==> src/rtl/artemis_clk_rst_seq_if.sv <==
// Sequencer boundary: PLL lock and software restart in; PLL reset, channel resets and status out.
interface artemis_clk_rst_seq_if #(
    parameter int NUM_CHAN = 4
);
    logic                pll_locked;
    logic                sw_reset;
    logic                pll_rst;
    logic [NUM_CHAN-1:0] chan_rst;
    logic                ready;
    logic                fail;
    logic [7:0]          lock_loss_count;

    modport master (
        input  pll_locked, sw_reset,
        output pll_rst, chan_rst, ready, fail, lock_loss_count
    );

    modport slave (
        output pll_locked, sw_reset,
        input  pll_rst, chan_rst, ready, fail, lock_loss_count
    );
endinterface

==> src/rtl/artemis_clk_rst_seq.sv <==
// Power-up sequencer: pulses the PLL reset, qualifies lock, retries on timeout and
// releases downstream channel resets one by one; any lock loss restarts the sequence.
module artemis_clk_rst_seq #(
    parameter int NUM_CHAN           = 4,
    parameter int SYNC_STAGES        = 2,
    parameter int PLL_RST_CYCLES     = 16,
    parameter int LOCK_STABLE_CYCLES = 256,
    parameter int LOCK_TIMEOUT       = 65536,
    parameter int CHAN_STAGGER       = 8,
    parameter int MAX_RETRY          = 3
) (
    input  logic                  clk,
    input  logic                  rst,
    artemis_clk_rst_seq_if.master bus
);
    localparam int REL_SPAN = NUM_CHAN * CHAN_STAGGER;
    localparam int MAX_A    = (PLL_RST_CYCLES > LOCK_TIMEOUT) ? PLL_RST_CYCLES : LOCK_TIMEOUT;
    localparam int MAX_CNT  = (MAX_A > REL_SPAN) ? MAX_A : REL_SPAN;
    localparam int CNT_W    = $clog2(MAX_CNT + 1);
    localparam int RTY_W    = $clog2(MAX_RETRY + 2);

    localparam logic [CNT_W-1:0] PLL_LAST    = CNT_W'(PLL_RST_CYCLES - 1);
    localparam logic [CNT_W-1:0] WAIT_LAST   = CNT_W'(LOCK_TIMEOUT - 1);
    localparam logic [CNT_W-1:0] STABLE_GOAL = CNT_W'(LOCK_STABLE_CYCLES);
    localparam logic [RTY_W-1:0] RETRY_LIMIT = RTY_W'(MAX_RETRY);

    typedef enum logic [2:0] {
        PLL_RST,
        WAIT_LOCK,
        RELEASE,
        RUN,
        FAIL
    } state_t;

    state_t                 state;
    logic [SYNC_STAGES-1:0] lock_sync;
    logic                   lock_s;
    logic [CNT_W-1:0]       cnt;
    logic [CNT_W-1:0]       stable;
    logic [CNT_W-1:0]       cnt_inc;
    logic [CNT_W-1:0]       stable_inc;
    logic [RTY_W-1:0]       retry;
    logic                   pll_rst_q;
    logic [NUM_CHAN-1:0]    chan_rst_q;
    logic                   ready_q;
    logic                   fail_q;
    logic [7:0]             loss_q;

    assign lock_s     = lock_sync[SYNC_STAGES-1];
    assign cnt_inc    = cnt + CNT_W'(1);
    assign stable_inc = stable + CNT_W'(1);

    // Stage boundary: asynchronous pll_locked enters the clk domain here.
    always_ff @(posedge clk or posedge rst) begin
        if (rst) begin
            lock_sync <= '0;
        end else begin
            lock_sync <= {lock_sync[SYNC_STAGES-2:0], bus.pll_locked};
        end
    end

    // Stage boundary: sequencer state and every output are registered together.
    always_ff @(posedge clk or posedge rst) begin
        if (rst) begin
            state      <= PLL_RST;
            cnt        <= '0;
            stable     <= '0;
            retry      <= '0;
            pll_rst_q  <= 1'b1;
            chan_rst_q <= '1;
            ready_q    <= 1'b0;
            fail_q     <= 1'b0;
            loss_q     <= '0;
        end else if (bus.sw_reset) begin
            state      <= PLL_RST;
            cnt        <= '0;
            retry      <= '0;
            pll_rst_q  <= 1'b1;
            chan_rst_q <= '1;
            ready_q    <= 1'b0;
            fail_q     <= 1'b0;
        end else begin
            case (state)
                PLL_RST: begin
                    if (cnt == PLL_LAST) begin
                        state     <= WAIT_LOCK;
                        cnt       <= '0;
                        stable    <= '0;
                        pll_rst_q <= 1'b0;
                    end else begin
                        cnt <= cnt_inc;
                    end
                end
                WAIT_LOCK: begin
                    stable <= lock_s ? stable_inc : '0;
                    if (lock_s && (stable_inc == STABLE_GOAL)) begin
                        state <= RELEASE;
                        cnt   <= '0;
                        retry <= '0;
                    end else if (cnt == WAIT_LAST) begin
                        cnt <= '0;
                        if (retry < RETRY_LIMIT) begin
                            retry     <= retry + RTY_W'(1);
                            state     <= PLL_RST;
                            pll_rst_q <= 1'b1;
                        end else begin
                            state  <= FAIL;
                            fail_q <= 1'b1;
                        end
                    end else begin
                        cnt <= cnt_inc;
                    end
                end
                RELEASE, RUN: begin
                    if (!lock_s) begin
                        state      <= PLL_RST;
                        cnt        <= '0;
                        pll_rst_q  <= 1'b1;
                        chan_rst_q <= '1;
                        ready_q    <= 1'b0;
                        if (loss_q != 8'hFF) loss_q <= loss_q + 8'd1;
                    end else if (state == RELEASE) begin
                        // RUN waits one cycle past the last channel's release.
                        if (!chan_rst_q[NUM_CHAN-1]) begin
                            state   <= RUN;
                            ready_q <= 1'b1;
                        end else begin
                            cnt <= cnt_inc;
                            for (int i = 0; i < NUM_CHAN; i++) begin
                                if (cnt_inc >= CNT_W'((i + 1) * CHAN_STAGGER)) chan_rst_q[i] <= 1'b0;
                            end
                        end
                    end
                end
                FAIL: begin
                    fail_q <= 1'b1;
                end
                default: begin
                    state      <= PLL_RST;
                    cnt        <= '0;
                    pll_rst_q  <= 1'b1;
                    chan_rst_q <= '1;
                    ready_q    <= 1'b0;
                    fail_q     <= 1'b0;
                end
            endcase
        end
    end

    assign bus.pll_rst         = pll_rst_q;
    assign bus.chan_rst        = chan_rst_q;
    assign bus.ready           = ready_q;
    assign bus.fail            = fail_q;
    assign bus.lock_loss_count = loss_q;
endmodule

==> src/flat_wrapper.sv <==
// flat-port wrapper written by rule: the top's interface ports become plain ports
module artemis_clk_rst_seq_flat 
#(
    parameter int NUM_CHAN           = 4,
    parameter int SYNC_STAGES        = 2,
    parameter int PLL_RST_CYCLES     = 16,
    parameter int LOCK_STABLE_CYCLES = 256,
    parameter int LOCK_TIMEOUT       = 65536,
    parameter int CHAN_STAGGER       = 8,
    parameter int MAX_RETRY          = 3
)
  (clk, rst, bus_pll_locked, bus_sw_reset, bus_pll_rst, bus_chan_rst, bus_ready, bus_fail, bus_lock_loss_count);
  artemis_clk_rst_seq_if #(.NUM_CHAN(NUM_CHAN)) bus_i ();
  input  logic clk;
  input  logic rst;
  input wire logic [$bits(bus_i.pll_locked)-1:0] bus_pll_locked;
  input wire logic [$bits(bus_i.sw_reset)-1:0] bus_sw_reset;
  output wire logic [$bits(bus_i.pll_rst)-1:0] bus_pll_rst;
  output wire logic [$bits(bus_i.chan_rst)-1:0] bus_chan_rst;
  output wire logic [$bits(bus_i.ready)-1:0] bus_ready;
  output wire logic [$bits(bus_i.fail)-1:0] bus_fail;
  output wire logic [$bits(bus_i.lock_loss_count)-1:0] bus_lock_loss_count;
  assign bus_i.pll_locked = bus_pll_locked;
  assign bus_i.sw_reset = bus_sw_reset;
  assign bus_pll_rst = bus_i.pll_rst;
  assign bus_chan_rst = bus_i.chan_rst;
  assign bus_ready = bus_i.ready;
  assign bus_fail = bus_i.fail;
  assign bus_lock_loss_count = bus_i.lock_loss_count;
  artemis_clk_rst_seq #(.NUM_CHAN(NUM_CHAN), .SYNC_STAGES(SYNC_STAGES), .PLL_RST_CYCLES(PLL_RST_CYCLES), .LOCK_STABLE_CYCLES(LOCK_STABLE_CYCLES), .LOCK_TIMEOUT(LOCK_TIMEOUT), .CHAN_STAGGER(CHAN_STAGGER), .MAX_RETRY(MAX_RETRY)) u_core (.clk(clk), .rst(rst), .bus(bus_i));
endmodule
==> config.mk <==
export PLATFORM = sky130hd
export DESIGN_NAME = artemis_clk_rst_seq_flat
export DESIGN_NICKNAME = d
export VERILOG_FILES = /design/src/rtl/artemis_clk_rst_seq_if.sv /design/src/rtl/artemis_clk_rst_seq.sv /design/src/flat_wrapper.sv
export SDC_FILE = /design/constraint.sdc
export NUM_CORES = 1
export LEC_CHECK = 0
export CAP_MARGIN = 0
export CORE_MARGIN = 3
export CORE_UTILIZATION = 60
export DETAILED_ROUTE_END_ITERATION = 16
export MAX_ROUTING_LAYER = met4
export PLACE_DENSITY_LB_ADDON = 0.05
export SETUP_SLACK_MARGIN = 0.3
export SYNTH_ARGS = -nofsm -noshare
export SYNTH_HDL_FRONTEND = slang
export SYNTH_SLANG_ARGS = --single-unit
==> constraint.sdc <==
create_clock -name clk -period 3.91 [get_ports clk]
set_clock_uncertainty 0.15 [all_clocks]
set_input_delay 0.391 -clock clk [delete_from_list [all_inputs] [get_ports clk]]
set_output_delay 0.391 -clock clk [all_outputs]
set_load 0.01 [all_outputs]
==> metrics.cfg, run 1 <==
[run_status]
outcome = finished clean

[worst_setup_path]
cp-endpoint = u_core.bus.chan_rst[2]
slowest_delay_ps = 630
crit_family = simple AND/OR/NAND/NOR gates
crit_path_start_kind = flip-flop
r2r-end = u_core.bus.chan_rst[2]
cp.depth = 11
reg2reg_depth = 11
worst-r2r-setup-slack_ps = 860
crit_chain = ha_1 > and4_1 > nand3_1 > nor2_1 > nand3_1 > inv_1 > ha_1 > nand4_1 > nor4_1 > o2111ai_1 > nand3_1
crit_top_cell = nand3_1
cp-startpoint = u_core.cnt[0]
worst_setup_path_end_kind = flip-flop
worstPathMaxFanout = 6
critPathKind = flip-flop to flip-flop
required_ps = 4030
critPathArrivalTime_ps = 3180
cp_slowest_cell = nor4_1
reg2reg_from = u_core.cnt[0]
crit_buf_inv = 1

[final_layout]
nNetsFinal = 451
utilization_pct = 68.1
fin_area_sq_um = 4060
drive_gt1_share_pct = 10.6
num_antenna_cells = 0
area_growth_pct = 9.38

[route]
antenna_left = 0
drt_pass1_iterations = 5
wl_per_cell_um = 15.7
num_vias = 3238
via_per_inst = 6.24
drt-total-wl_mm = 8.15
drc = 0
drt-initial-drc-count = 339

[synth]
ys_warn_count = 0
yosysTopAreaCellShare_pct = 35.1
synth_cells = 435
syn-cell-area_sq_um = 3710
ys_async_sr_fraction_pct = 100
synthAdderAreaFrac_pct = 2.70
ys_top_cells_by_area = dfrtp_1 35%, nand2_1 7.2%, dfstp_2 3.5%
yosysMostFrequentCell = nand2_1
synth_top_family_by_area = simple AND/OR/NAND/NOR gates
netlist-cell-type-count = 60
synth_edf_count = 0
ys_seq_elements = 57
synthTopCellsByCount = 71 x nand2_1, 52 x dfrtp_1, 33 x nor2_1
yosys.area_share.simple_pct = 30.6
synth_compound_area_share_pct = 17.6
synth_nets = 447
yosys.area.top_type = dfrtp_1
muxShareOfSynthArea_pct = 1.15
synthXorXnorAreaFrac_pct = 4.25
synthFlopType = dfrtp_1
avgSynthCellArea_sq_um = 8.53
yosysSeqAreaShare_pct = 38.6

[placement]
dp.final_hpwl_mm = 5.53
place_area_sq_um = 3880
gp_congestion = 0.861
io_buffers = 18
pre_cts_slack_ps = 766

[power_and_ir_drop]
power_per_cell_area_nw_per_um2 = 302
p_int_w = 0.000903
p_clk_share_pct = 41.0
netSwitchingFraction_pct = 26.4
irDropWorstVdd_v = 0.000213
power_frac_seq_pct = 50.9
p_leak_nw = 1.78
combPwrFrac_pct = 8.1
p_sw_w = 0.000324

[clocking]
cts_tree = done
clock_path_buffers = 2
cts_resized = 0
cts_setup_buffers = 0
cts.htree.levels = 3
ctsHoldBuffers = 0
numCtsBuffers = 9
cts-root-buf = clkbuf_8
clock_latency_ps = 330
path_clk_slew_ps = 70
cts.sinks = 57

[sta]
finalHoldViolCount = 0
rsz0062_at_grt = false
setup_viol = 0
post-route-min-period_ps = 3050
fmax_mhz = 327
timing.setup.tns_ps = 0
worst_pin_slew_ps = 1170
slew_viol_final = 0
slew_headroom_pct = 21.9
timing.final.crit_share_pct = 78.1
worst_slack_ps = 855

[global_routing]
grtUsageTotal_pct = 25.5
grt_max_degree = 41
grt_pass1_vias = 3055
grt_antenna_before_repair = 0
gr-total-overflow = 0
grt_pass1_wl_mm = 14.5

[floorplanning]
coreArea_sq_um = 5960
die_h_um = 84.6
pin_count = 19
num_rows = 28
start_util_pct = 62.3
die_w_um = 84.6
die_area_sq_um = 7160

[hold_path]
hp-class = flip-flop to flip-flop

[flow_run]
maxCapViolations = 0

## cells by family (layout without fill, tap and decap cells)
kind of cell,Yosys count,in the layout
compound gates,96,96
xor+xnor,18,18
fa+ha+maj,8,8
buf+inv,41,50
flops,57,57
mux,4,4
simple gates,211,211
## power groups by stage
| stage | sequential [W] | clock (W) | combinational, W |
|---|---|---|---|
| 5_1_grt | 0.000627 | 0.000545 | 0.000112 |
| 2_1_floorplan | 0.000631 | 0 | 0.0000646 |
| 3_3_place_gp | 0.000635 | 0 | 0.0000975 |
| 6_report | 0.000625 | 0.000503 | 0.0000994 |
| 3_5_place_dp | 0.000635 | 0 | 0.0000997 |
| 4_1_cts | 0.000624 | 0.000517 | 0.000100 |
## routing by layer
| metal | GRT usage, % | share of wire (%) | vias to the layer above |
|---|---|---|---|
| li1 | - | - | 1579 |
| met1 | 36.8 | 49 | 1581 |
| met2 | 36.3 | 46 | 65 |
| met3 | 3.63 | 3.3 | 13 |
| met4 | 9.78 | 1.6 | 0 |
| met5 | - | 0 | - |
## metrics by stage
| step | hold WS (ps) | cells | total power, W |
|---|---|---|---|
| floorplan | 181 | 435 | 0.000696 |
| global placement | 184 | 503 | 0.000732 |
| detailed placement | 189 | 503 | 0.000735 |
| CTS | 204 | 519 | 0.00124 |
| global route | 211 | 519 | 0.00128 |
| finish | 201 | 519 | 0.00123 |
## how the worst min path moves through the flow
stage / start / end / depth (start not counted)
detailed placement: u_core.lock_sync[0] / u_core.lock_sync[1] / 0
floorplan: u_core.lock_sync[0] / u_core.lock_sync[1] / 0
CTS: u_core.lock_sync[0] / u_core.lock_sync[1] / 0
global placement: u_core.lock_sync[0] / u_core.lock_sync[1] / 0
global route: u_core.lock_sync[0] / u_core.lock_sync[1] / 0
finish: u_core.lock_sync[0] / u_core.lock_sync[1] / 0
## flip-flops by register name, summed over array words and instances, names as in the netlist
| name | count |
|---|---|
| u_core.cnt | 17 |
| u_core.stable | 17 |
| u_core.bus.lock_loss_count | 8 |
| u_core.bus.chan_rst | 4 |
| u_core.retry | 3 |
| u_core.state | 3 |
| u_core.lock_sync | 2 |
| u_core.bus.fail | 1 |
| u_core.bus.pll_rst | 1 |
| u_core.bus.ready | 1 |
## cell usage in the layout (no fill, tap or decap), drive strengths merged, types with 4 or more instances in the layout
cell type      netlist  layout
o221ai              12      12
clkdlybuf4s50        0      18
nand4               15      15
nor2b                8       8
nor4                11      11
xnor2               10      10
a31oi                8       8
nand3               18      18
nand2b               9       9
and2                11      11
ha                   8       8
buf                 14       6
nand2               72      72
inv                 10      10
clkbuf              17      11
nor2                33      33
xor2                 8       8
o211ai               5       5
o21ai               28      28
nor3                10      10
dfrtp               52      52
and4                 9       9
dfstp                5       5
o31ai                8       8
a21oi               10      10
o41ai                4       4
## final cells by class
cell class | instances | area (sq um)
well taps | 75 | 93.8
inverters | 10 | 37.5
clock buffers | 11 | 151
repair buffers | 24 | 225
fillers | 516 | 1900
flip-flops and latches | 57 | 1430
clock inverters | 5 | 30.0
multi-input cells | 337 | 2090
Power figures use the tool's default switching activity.
==> inputs of run 2 (changes only) <==
==> constraint.sdc (replaced) <==
create_clock -name clk -period 3.1 [get_ports clk]
set_clock_uncertainty 0.15 [all_clocks]
set_input_delay 0.31 -clock clk [delete_from_list [all_inputs] [get_ports clk]]
set_output_delay 0.31 -clock clk [all_outputs]
set_load 0.01 [all_outputs]
==> metrics.cfg, run 2 (synthesis gave the netlist of run 1 again) <==
[floorplanning]
die_w_um = 84.6  ; unchanged
pin_count = 19  ; unchanged
die_h_um = 84.6  ; unchanged
start_util_pct = 62.3  ; unchanged
die_area_sq_um = 7160  ; unchanged
coreArea_sq_um = 5960  ; unchanged
num_rows = 28  ; unchanged

[worst_setup_path]
critPathKind = flip-flop to flip-flop
slowest_delay_ps = 500  ; -130 ps
worst_setup_path_end_kind = flip-flop
crit_chain = ha_1 > and4_2 > and4_4 > nor4_1 > or3_4 > and4_4 > or4_1 > o21ai_1
reg2reg_from = u_core.stable[1]
crit_path_start_kind = flip-flop
crit_top_cell = and4_4
required_ps = 3220  ; -810 ps
cp_slowest_cell = or4_1
worstPathMaxFanout = 8  ; +2
crit_buf_inv = 0  ; -1
crit_family = simple AND/OR/NAND/NOR gates
critPathArrivalTime_ps = 2810  ; -370 ps
cp-startpoint = u_core.stable[1]

[clocking]
cts.htree.levels = 3  ; unchanged
clock_path_buffers = 2  ; unchanged
numCtsBuffers = 9  ; unchanged
cts.sinks = 57  ; unchanged
cts-root-buf = clkbuf_8
cts_tree = done
path_clk_slew_ps = 70  ; about the same
clock_latency_ps = 340  ; about the same

[final_layout]
drive_gt1_share_pct = 14.8  ; +4.2 points
final_common_cell = nand2_1
nNetsFinal = 468  ; +3.8%
num_antenna_cells = 0  ; unchanged
final_cell_mix = 71 x nand2_1, 50 x dfrtp_1, 32 x nor2_1
fillers = 493  ; -4.5%
area_growth_pct = 13.3

[sta]
slew_headroom_pct = 56.9  ; +35 points
timing.final.crit_share_pct = 86.7  ; +8.6 points
worst_pin_slew_ps = 646  ; -523 ps
slew_viol_final = 0  ; unchanged
fmax_mhz = 372  ; +14%
timing.setup.tns_ps = 0  ; unchanged
post-route-min-period_ps = 2690  ; -367 ps
finalHoldViolCount = 0  ; unchanged
rsz0062_at_grt = false
worst_slack_ps = 413  ; -443 ps
setup_viol = 0  ; unchanged

[global_routing]
grt_pass1_vias = 3085  ; +0.98%
grt_max_degree = 34  ; -17%
grt_pass1_wl_mm = 14.5  ; about the same
grtUsageTotal_pct = 25.7  ; +0.16 points
gr-total-overflow = 0  ; unchanged
grt_antenna_before_repair = 0  ; unchanged

[placement]
io_buffers = 18  ; unchanged
pre_cts_slack_ps = 18.1  ; -748 ps
dp.final_hpwl_mm = 5.77  ; +4.4%
gp_congestion = 0.886  ; +2.9%

[route]
wl_per_cell_um = 15.5  ; -1.5%
drc = 0  ; unchanged
topRoutingLayerUsed = met4
drt_pass1_iterations = 4  ; -1
antenna_left = 0  ; unchanged
via_per_inst = 6.07  ; -2.7%
wl_met1_mm = 4.03  ; +1.5%
num_vias = 3255  ; +0.53%
drt-total-wl_mm = 8.29  ; +1.8%
wl_met3_um = 353  ; +31%
drt-initial-drc-count = 180  ; -47%
wl_met2_mm = 3.81  ; +0.98%

[power_and_ir_drop]
p_leak_nw = 1.85  ; +3.9%
power_per_cell_area_nw_per_um2 = 365  ; +21%
irDropWorstVdd_v = 0.000313  ; +47%

[hold_path]
hp-start = u_core.lock_sync[0]
hp-class = flip-flop to flip-flop

[run_status]
outcome = finished clean

[flow_run]
maxCapViolations = 0  ; unchanged

[run 2: final cells by class]
class                           instances  area [sq um]  share of cell area, %
Multi-Input combinational cell        337          2110                   50.1
Inverter                               10          37.5                  0.893
Clock buffer                           10           128                   3.04
Tap cell                               75          93.8                   2.23
Timing Repair Buffer                   41           355                   8.46
Clock inverter                          6          45.0                   1.07
Sequential cell                        57          1440                   34.2
[run 2: power by group]
group          internal, W  switching [W]  total [W]
sequential        0.000765      0.0000194   0.000784
clock             0.000290       0.000320   0.000610
combinational    0.0000539      0.0000864   0.000140
total              0.00111       0.000426    0.00153
[run 2: worst paths after layout]
check | end | slack (ps) | cells past startpoint
hold / removal | u_core.lock_sync[1] | 220 | 0
hold reg to reg | u_core.lock_sync[1] | 220 | 0
max in group asynchronous | u_core.bus.chan_rst[0] | 1570 | 4
min in group asynchronous | u_core.bus.lock_loss_count[2] | 560 | 3
setup / recovery | u_core.state[2] | 410 | 8
setup reg to reg | u_core.state[2] | 410 | 8
[run 2: routing by layer]
metal / track usage, % / vias up
met5: - / -
met4: 8.78 / 0
met3: 5.69 / 11
met2: 37.0 / 82
met1: 35.8 / 1545
li1: - / 1617
[run 2: worst register-to-register path, stage by stage, from the launching register on]
cell     delay [ps]
dfrtp_2         430
ha_1            210
and4_2          330
and4_4          260
nor4_1           50
or3_4           400
and4_4          190
or4_1           510
o21ai_1          90
[run 2: what timing repair did]
item | 4_1_cts | 5_1_grt
pin swaps | 0 | 1
hold buffers | 1 | 0
setup buffers | 1 | 0
gates cloned | 0 | 0
gates resized for setup | 1 | 7
setup endpoints to repair | 15 | 20
endpoints found under the hold margin | 4 | 0
[run 2: stage by stage]
stage	cells	total power, W	util, %	instance area (sq um)	hold WS [ps]
3_5_place_dp	518	0.000931	67.0	3990	196
2_1_floorplan	435	0.000878	-	3710	181
4_1_cts	536	0.00155	70.4	4190	212
3_3_place_gp	518	0.000928	67.0	3990	183
5_1_grt	536	0.00161	70.5	4200	233
6_report	536	0.00153	70.5	4200	216
==> inputs of run 3 (changes only) <==
--- a/config.mk
+++ b/config.mk
@@ -11,7 +11,8 @@
 export DETAILED_ROUTE_END_ITERATION = 16
 export MAX_ROUTING_LAYER = met4
 export PLACE_DENSITY_LB_ADDON = 0.05
-export SETUP_SLACK_MARGIN = 0.3
+export SETUP_SLACK_MARGIN = 0.02
+export SKIP_LAST_GASP = 1
 export SYNTH_ARGS = -nofsm -noshare
 export SYNTH_HDL_FRONTEND = slang
 export SYNTH_SLANG_ARGS = --single-unit
==> constraint.sdc (replaced) <==
create_clock -name clk -period 2.8 [get_ports clk]
set_clock_uncertainty 0.15 [all_clocks]
set_input_delay 0.28 -clock clk [delete_from_list [all_inputs] [get_ports clk]]
set_output_delay 0.28 -clock clk [all_outputs]
set_load 0.01 [all_outputs]
==> metrics.cfg, run 3 (synthesis gave the netlist of run 1 again) <==
[run_status]
outcome = finished clean

[final_layout]
utilization_pct = 71.6  ; +1.1 points
num_antenna_cells = 0  ; unchanged
nNetsFinal = 466  ; -0.43%
area_growth_pct = 15.0
fin_area_sq_um = 4270  ; +1.5%
final_common_cell = nand2_1
drive_gt1_share_pct = 14.4  ; -0.37 points
final_cell_mix = 71 x nand2_1, 52 x dfrtp_1, 32 x nor2_1

[clocking]
path_clk_slew_ps = 70  ; about the same
cts_tree = done
cts-root-buf = clkbuf_8
cts.htree.levels = 3  ; unchanged
clock_latency_ps = 340  ; about the same
ctsHoldBuffers = 0  ; -1
numCtsBuffers = 9  ; unchanged
clock_path_buffers = 2  ; unchanged
cts.sinks = 57  ; unchanged

[sta]
timing.final.crit_share_pct = 94.7  ; +8.0 points
fmax_mhz = 377  ; +1.3%
worst_pin_slew_ps = 512  ; -135 ps
rsz0062_at_grt = true
slew_headroom_pct = 65.6  ; +8.7 points
setup_viol = 0  ; unchanged
post-route-min-period_ps = 2650  ; -35.5 ps
worst_slack_ps = 148  ; -264 ps
slew_viol_final = 0  ; unchanged
finalHoldViolCount = 0  ; unchanged

[floorplanning]
num_rows = 28  ; unchanged
start_util_pct = 62.3  ; unchanged
pin_count = 19  ; unchanged
die_h_um = 84.6  ; unchanged
die_w_um = 84.6  ; unchanged
die_area_sq_um = 7160  ; unchanged
coreArea_sq_um = 5960  ; unchanged

[power_and_ir_drop]
p_sw_w = 0.000464  ; +9.1%
power_w = 0.00199  ; +30%
irDropWorstVdd_v = 0.000374  ; +20%
p_int_w = 0.00152  ; +38%
p_clk_share_pct = 48.3  ; +8.5 points
power_per_cell_area_nw_per_um2 = 466  ; +28%
netSwitchingFraction_pct = 23.3  ; -4.4 points
combPwrFrac_pct = 8.3  ; -0.8 points
power_frac_seq_pct = 43.4  ; -7.7 points
p_leak_nw = 1.89  ; +2.2%

[worst_setup_path]
crit_buf_inv = 0  ; unchanged
critPathArrivalTime_ps = 2770  ; -40 ps
critPathKind = flip-flop to flip-flop
crit_top_cell = and4_4
required_ps = 2920  ; -300 ps
cp_slowest_cell = or4_1
reg2reg_from = u_core.stable[0]
crit_family = simple AND/OR/NAND/NOR gates
worst-r2r-setup-slack_ps = 150  ; -260 ps
slowest_delay_ps = 490  ; about the same
r2r-end = u_core.state[2]
reg2reg_depth = 8  ; unchanged
worstPathMaxFanout = 8  ; unchanged
worst_setup_path_end_kind = flip-flop
crit_chain = ha_1 > and4_2 > and4_4 > nor4_1 > or3_4 > and4_4 > or4_1 > o21ai_1
crit_path_start_kind = flip-flop

[global_routing]
grt_antenna_before_repair = 0  ; unchanged
grt_pass1_vias = 3138  ; +1.7%
gr-total-overflow = 0  ; unchanged
grt_max_degree = 47  ; +38%
grtUsageTotal_pct = 26.1  ; +0.43 points
grt_pass1_wl_mm = 14.7  ; +1.1%

[route]
drt_pass1_iterations = 4  ; unchanged
wl_per_cell_um = 15.7  ; +1.7%
num_vias = 3272  ; +0.52%
antenna_left = 0  ; unchanged
drt-initial-drc-count = 277  ; +54%
drt-total-wl_mm = 8.40  ; +1.4%
via_per_inst = 6.13  ; +0.90%
drc = 0  ; unchanged

[placement]
io_buffers = 18  ; unchanged
pre_cts_slack_ps = 78.7  ; +60.6 ps
dp.final_hpwl_mm = 5.66  ; -1.9%
gp_congestion = 0.943  ; +6.5%
place_area_sq_um = 3990  ; about the same

[hold_path]
hp-class = input port to async pin

[flow_run]
maxCapViolations = 0  ; unchanged

-- run 3: cell count changes in the layout (fill, tap and decap cells not counted), sizes merged --
cell	before	now
clkinv	3	1
bufinv	0	3
buf	22	21
clkinvlp	3	1
dlygate4sd3	1	0
clkbuf	10	11
-- run 3: per-layer routing --
| metal | part of all wire [%] | global-route usage [%] |
|---|---|---|
| met1 | 49 | 36.5 |
| met2 | 46 | 38.3 |
| met3 | 3.3 | 3.63 |
| met5 | 0 | - |
| met4 | 1.7 | 10.5 |
-- run 3: worst max path at each step --
stage / startpoint / endpoint / cells past startpoint
after floorplan: u_core.stable[0] / u_core.state[2] / 10
after global placement: u_core.stable[0] / u_core.state[2] / 8
after detailed placement: u_core.cnt[0] / u_core.cnt[7] / 11
after CTS: u_core.cnt[0] / u_core.cnt[7] / 12
after global routing: u_core.stable[0] / u_core.state[2] / 8
final: u_core.stable[0] / u_core.state[2] / 8
-- run 3: layout make-up --
| type | count | area, sq um |
|---|---|---|
| clock inverter | 5 | 103 |
| tap | 75 | 93.8 |
| inverter | 10 | 37.5 |
| fill | 478 | 1690 |
| multi-input combinational | 337 | 2110 |
| sequential | 57 | 1430 |
| timing repair buffer | 39 | 350 |
| clock buffer | 11 | 141 |
-- run 3: power by group through the flow --
stage / Clock [W] / Sequential [W] / Combinational (W)
after floorplan: 0 / 0.000882 / 0.0000902
after global placement: 0 / 0.000878 / 0.000159
after detailed placement: 0 / 0.000879 / 0.000163
after CTS: 0.000970 / 0.000864 / 0.000163
after global routing: 0.00102 / 0.000867 / 0.000184
final: 0.000960 / 0.000864 / 0.000165
-- run 3: through the flow --
step | TNS (ps) | hold slack, ps | cells
finish | 0 | 35.7 | 534
global route | -2.31 | 56.4 | 534
CTS | 0 | 40.0 | 532
detailed placement | 0 | 186 | 516
global placement | 0 | 182 | 516
floorplan | 0 | 161 | 435
-- run 3: worst reg2reg max path: stages, from the launching register on --
cell	delay (ps)
dfrtp_1	350
ha_1	270
and4_2	350
and4_4	260
nor4_1	50
or3_4	380
and4_4	190
or4_1	500
o21ai_1	80
-- run 3: repair_timing --
action / 4_1_cts / 5_1_grt
hold endpoints to repair: 0 / 0
resized for setup: 1 / 5
pin swaps: 0 / 1
setup endpoints to repair: 1 / 26
buffers inserted: 0 / 2
gates cloned: 0 / 0
